File: src/rtl/digit_scan.sv
// digit_scan: time-multiplexed scan controller for a 4-digit active-low
// seven-segment display. It holds a BCD value and steps through the digits at a
// programmable rate. New values are accepted through a valid/ready handshake.
// They are swapped into the displayed value only at frame boundaries.
module digit_scan #(
    parameter int TICK_DIV = 50000,
    parameter int CNT_W    = 16
) (
    input  logic        clk,
    input  logic        rst_n,
    input  logic        load_valid,
    input  logic [15:0] load_data,
    output logic        load_ready,
    input  logic        blank_lz,
    output logic [3:0]  digit,
    output logic [3:0]  an,
    output logic        frame
);

    localparam logic [CNT_W-1:0] CNT_MAX = CNT_W'(TICK_DIV - 1);

    logic [CNT_W-1:0] cnt_reg;
    logic [1:0]       idx_reg;
    logic [15:0]      active_reg;
    logic [15:0]      pending_reg;
    logic             pend_full_reg;
    logic [3:0]       digit_reg;
    logic [3:0]       an_reg;
    logic             frame_reg;

    logic             tick;
    logic             boundary;
    logic             accept;
    logic             commit;
    logic [1:0]       idx_next;
    logic [15:0]      active_next;
    logic [3:0]       digit_next;
    logic [3:0]       nib [4];
    logic [3:0]       upper_zero;

    assign tick       = (cnt_reg == CNT_MAX);
    assign boundary   = tick && (idx_reg == 2'd3);
    // Accept and commit are mutually exclusive through pend_full_reg.
    assign accept     = load_valid && !pend_full_reg;
    assign commit     = boundary && pend_full_reg;
    assign idx_next   = idx_reg + 2'd1;
    // Digit selection looks at the post-commit value, so slot 0 of a new
    // frame already shows the freshly committed digits.
    assign active_next = commit ? pending_reg : active_reg;

    // Per-slot nibble and "this slot and everything above it is zero" flags.
    genvar gi;
    generate
        for (gi = 0; gi < 4; gi++) begin : g_slot
            assign nib[gi]        = active_next[4*gi +: 4];
            assign upper_zero[gi] = (active_next[15:4*gi] == '0);
        end
    endgenerate

    // Choose the code for the slot about to be shown, applying leading-zero blanking.
    always_comb begin
        digit_next = nib[idx_next];
        if (blank_lz && (idx_next != 2'd0) && upper_zero[idx_next]) begin
            digit_next = 4'hF;
        end
    end

    // Prescaler and scan index.
    always_ff @(posedge clk or negedge rst_n) begin
        if (!rst_n) begin
            cnt_reg <= '0;
            idx_reg <= 2'd0;
        end else if (tick) begin
            cnt_reg <= '0;
            idx_reg <= idx_next;
        end else begin
            cnt_reg <= cnt_reg + 1'b1;
        end
    end

    // Pending buffer handshake and frame-boundary commit.
    always_ff @(posedge clk or negedge rst_n) begin
        if (!rst_n) begin
            active_reg    <= 16'h0000;
            pending_reg   <= 16'h0000;
            pend_full_reg <= 1'b0;
        end else if (commit) begin
            active_reg    <= pending_reg;
            pend_full_reg <= 1'b0;
        end else if (accept) begin
            pending_reg   <= load_data;
            pend_full_reg <= 1'b1;
        end
    end

    // Registered digit/anode outputs change together on tick; frame pulses once per boundary.
    always_ff @(posedge clk or negedge rst_n) begin
        if (!rst_n) begin
            digit_reg <= 4'h0;
            an_reg    <= 4'b1110;
            frame_reg <= 1'b0;
        end else begin
            frame_reg <= boundary;
            if (tick) begin
                digit_reg <= digit_next;
                an_reg    <= ~(4'b0001 << idx_next);
            end
        end
    end

    assign load_ready = !pend_full_reg;
    assign digit      = digit_reg;
    assign an         = an_reg;
    assign frame      = frame_reg;

endmodule
File: config.mk
export PLATFORM = sky130hd
export DESIGN_NAME = digit_scan
export DESIGN_NICKNAME = d
export VERILOG_FILES = /design/src/rtl/digit_scan.sv
export SDC_FILE = /design/constraint.sdc
export NUM_CORES = 1
export LEC_CHECK = 0
export CORE_MARGIN = 4
export CORE_UTILIZATION = 35
export DETAILED_ROUTE_END_ITERATION = 10
export GPL_TIMING_DRIVEN = 0
export PLACE_DENSITY = 0.58
export SLEW_MARGIN = 15
export SYNTH_ARGS = -nofsm -noshare
export SYNTH_HDL_FRONTEND = slang
export SYNTH_SLANG_ARGS = --single-unit
File: constraint.sdc
create_clock -name clk -period 6.9 [get_ports clk]
set_clock_uncertainty 0.2 [all_clocks]
set_input_delay 1.725 -clock clk [delete_from_list [all_inputs] [get_ports clk]]
set_output_delay 1.725 -clock clk [all_outputs]
set_load 0.05 [all_outputs]
Word level (Yosys, flattened, before mapping)
Index checks and enable logic that the tools add are counted.

operators by class
  add/sub/neg operators = 2
  $mul = 0
  divide/modulo/power cells = 0
  order comparisons = 2
  equality and inequality tests = 2
  shifts and indexed selects = 1
  multiplexer cells = 10
  bitwise operators = 3
  reductions and logical operators = 13

operators by type and width
  operator                                                  count
  2-to-1 mux 16 bit                                         2
  adder 16 x 1 -> 16 bit, second input constant             1
  equality test 16 bit, second input constant               1
  zero test 16 bit                                          1
  zero test 12 bit                                          1
  2-to-1 mux 4 bit                                          3
  binary-select mux 4 bit (select 2 bit)                    1
  zero test 8 bit                                           1
  logical AND 1 bit                                         5
  zero test 4 bit                                           1
  inverter 4 bit                                            1
  nonzero test 2 bit                                        2
  << shifter 1 x 2 -> 4 bit, first input constant           1
  greater-or-equal comparator 3 bit, second input constant  1
  < comparator 2 x 3 -> 1 bit, second input constant        1
  2-to-1 mux 1 bit                                          3
  inverter 2 -> 3 bit                                       1
  adder 2 x 1 -> 2 bit, second input constant               1
  binary-select mux 1 bit (select 2 bit)                    1
  equality test 2 bit, second input constant                1
  AND reduction 2 bit                                       1
  zero test 1 bit                                           1
  inverter 1 bit                                            1

storage, ports and cells
  register bits after elaboration = 60
  bits in latches = 0
  RAM bits = 0
  ROM bits = 0
  input bits = 20
  output and inout port bits = 10
  word-level logic and storage cells = 41
  memories kept = 0

Depth between registers and ports, before layout
  depth in word-level cells = 9
  depth in mapped cells = 10
  gate-level depth less buffers = 7

Worst setup path after synthesis
OpenSTA, ideal clock, no wires.

  kind = in2reg
  start = input load_valid
  end = register pending_reg[0]
  setup time = 0.125 ns
  arrival time = 2.820 ns
  data required time = 6.575 ns
  slack = 3.755 ns
  cell stages on the path = 4
  buffers on the path = 2
  cells stage by stage = nor2b_1 clkbuf_1 buf_1 mux2_2

on the way
  cells in the longest elaborated chain, start to end = 2

ends and longest elaborated chain
  item                           RTL line  RTL
  start: declaration             11        input logic load_valid,
  logical AND 1 bit              44        assign accept = load_valid && !pend_full_reg;
  AND reduction 2 bit (no line)  --
  end signal: assignment         91        pending_reg <= load_data;
  end: declaration               25        logic [15:0] pending_reg;

No other way between the ends.
A chain may end at the register's enable or synchronous reset.

Final worst setup path
  start = register pend_full_reg
  end = output load_ready

on the way
  cells in the longest elaborated chain, start to end = 1

ends and longest elaborated chain
  item                      RTL line  RTL
  start: declaration        26        logic pend_full_reg;
  start signal: assignment  86        pend_full_reg <= 1'b0;
  start signal: assignment  89        pend_full_reg <= 1'b0;
  start signal: assignment  92        pend_full_reg <= 1'b1;
  zero test 1 bit           111       assign load_ready = !pend_full_reg;
  end: declaration          13        output logic load_ready,

No other way between the ends.

==> run metrics <==
1st-iter DRT viols=86; M1 GR Usage=0.189; synthesis-to-finish area growth=21.7%; worst hold slack=0.256 ns; Slew HR=0.502; global routing's busiest layer=met1; post-synthesis cell count=240; gr ovfl total=0; CTS Buf Count=9; PnR worst setup slack=3.08 ns; I/O Buffers=29; num rows=32; Critical Path Sink=load_ready; Antenna Cells=0; HP Class=register to register; CP Launch Point=pend_full_reg; commonest cells after routing, fill and taps aside=dfrtp_1 (57), clkdlybuf4s50_1 (28), mux2_2 (23); CP Max Fanout=10; worst r2r path cells=7; Die Height=96.8 um; cell internal pwr=535 uW; Startpoint Class=register; Worst-path clk slew=0.07 ns; Ports=30; Worst EP required=4.97 ns; wire per inst=14.5 um; Yosys reg bits=60; syn_nets=266; post-cts sizing count=0; layout cells sized above 1=0.182; Max Fclk=0.262 GHz; RSZ-0062 raised after global routing=no; Power Dens Cells=203 nW/um^2; worst-margin pin slew=0.748 ns; number of routed nets with antenna violations=0; routability cong.=0.863; pre-CTS setup slack=3.00 ns; Post-DP HPWL=4050 um; Core ar.=7690 sq um; final WL=5620 um; post-route setup TNS=0 ns; outcome=finished clean; Netlist Area Pre-Place=2760 sq um; EDFF count, synth=0; Root Driver=clkbuf_8; critical path class=register to primary output; Async SR Flop Fraction=1.00; first-pass GRT wire length=9840 um; met2 global-route usage=0.176; CTS Buffer Depth=2; Final Slew Violations=0; sw frac=0.215; post-route clock period utilization=0.554; r2r endpoint=digit[2]; Initial Utilization=0.359; DR pass1 iterations=4; max cap viols=0; vias=1,923; commonest non-fill, non-tap cell in the layout=dfrtp_1; final total power=682 uW; Final Setup Violations=0; combinational power share=0.035; Max H-tree Level=3; placed instance count=371; vias in the first global route=1,964; TritonCTS clock tree=yes; syn avg cell area=11.5 sq um; Net Sw Power=147 uW; Cell variety after synth=41; die width=96.8 um; GRT met3 Usage=0.0346; vias per cell=4.97; reg2reg start=idx_reg[0]; final hold violation count=0; fill count=778; peak supply drop=0.0738 mV; Crit path arrival time=1.89 ns; Clock Sinks=60; # Post-CTS Setup Buffers=0; initial antenna violation count=0; clock latency on the worst-skew pair=0.33 ns; fin crit period=3.82 ns; non-filler cells, final=387; Most used DFF post-synth=dfrtp_1; die area=9370 sq um; register area share after synthesis=0.545; largest net degree at the start of global routing=61; drt drc=0; Leak=1.52 nW; Seq pwr share=0.528; setup slack, reg-to-reg=4.13 ns; Warnings, synthesis=0; Final #Nets=306; Setup crit end kind=primary output; GRT Total Usage=0.129; hold buffers post-CTS=0; Clk pwr share=0.437
how the worst min path moves through the flow:
stage / start / to / depth (start not counted)
final: cnt_reg[0] / cnt_reg[0] / 1
after CTS: cnt_reg[0] / cnt_reg[0] / 1
after floorplan: cnt_reg[0] / cnt_reg[0] / 1
after global routing: an[2] / an[2] / 2
after global placement: cnt_reg[0] / cnt_reg[0] / 1
after detailed placement: cnt_reg[0] / cnt_reg[0] / 1
synth_stat cells (2+ instances only):
cell type / count / area, sq um
dfrtp_1: 57 / 1430
mux2_2: 23 / 259
nand2_1: 19 / 71.3
o21ai_0: 18 / 90.1
nand3_1: 14 / 70.1
nor2_1: 14 / 52.6
nand4_1: 10 / 62.6
xor2_1: 9 / 78.8
o211ai_1: 8 / 60.1
and3_1: 6 / 37.5
clkbuf_1: 6 / 22.5
ha_1: 6 / 75.1
nor4_1: 5 / 31.3
xnor2_1: 5 / 43.8
a31oi_1: 4 / 25.0
buf_2: 4 / 20.0
and2_1: 3 / 18.8
dfstp_2: 3 / 78.8
or4_1: 3 / 22.5
inv_1: 2 / 7.51
worst max-delay path: stages (launching register included):
cell and delay, ns:
dfrtp_1 0.45, buf_2 0.22, inv_1 0.09, clkdlybuf4s50_1 0.80
layer usage:
layer | wire length, um | vias up | part of all wire
li1 | - | 947 | -
met1 | 2920 | 931 | 0.52
met2 | 2390 | 39 | 0.43
met3 | 232 | 6 | 0.041
met4 | 80 | 0 | 0.014
met5 | 0 | - | 0
cell type report:
class | count | area, sq um | area share
Multi-Input combinational cell | 164 | 1180 | 0.351
Buffer | 13 | 65.1 | 0.0194
Clock inverter | 5 | 52.6 | 0.0156
Tap cell | 102 | 128 | 0.0380
Clock buffer | 11 | 131 | 0.0391
Timing Repair Buffer | 29 | 288 | 0.0857
Sequential cell | 60 | 1510 | 0.448
Inverter | 3 | 11.3 | 0.00335
kinds of logic after synthesis:
group,share of synthesized area
compound gates,0.0816
mux,0.0979
buf+inv,0.0277
flops,0.545
fa+ha+maj,0.0272
xor+xnor,0.0444
simple gates,0.176
power by group through the flow:
stage | clock (mW) | sequential (mW) | combinational (mW)
6_report | 0.298 | 0.361 | 0.0236
5_1_grt | 0.327 | 0.361 | 0.0268
4_1_cts | 0.307 | 0.360 | 0.0246
3_5_place_dp | 0 | 0.367 | 0.0244
3_3_place_gp | 0 | 0.367 | 0.0244
2_1_floorplan | 0 | 0.366 | 0.00580
stage by stage:
step	cell area [sq um]	utilization
3_5_place_dp	3180	0.413
5_1_grt	3360	0.437
6_report	3360	0.437
3_3_place_gp	3180	0.413
2_1_floorplan	2760	-
4_1_cts	3360	0.437
Note: power is estimated with default switching activity, not from simulation.
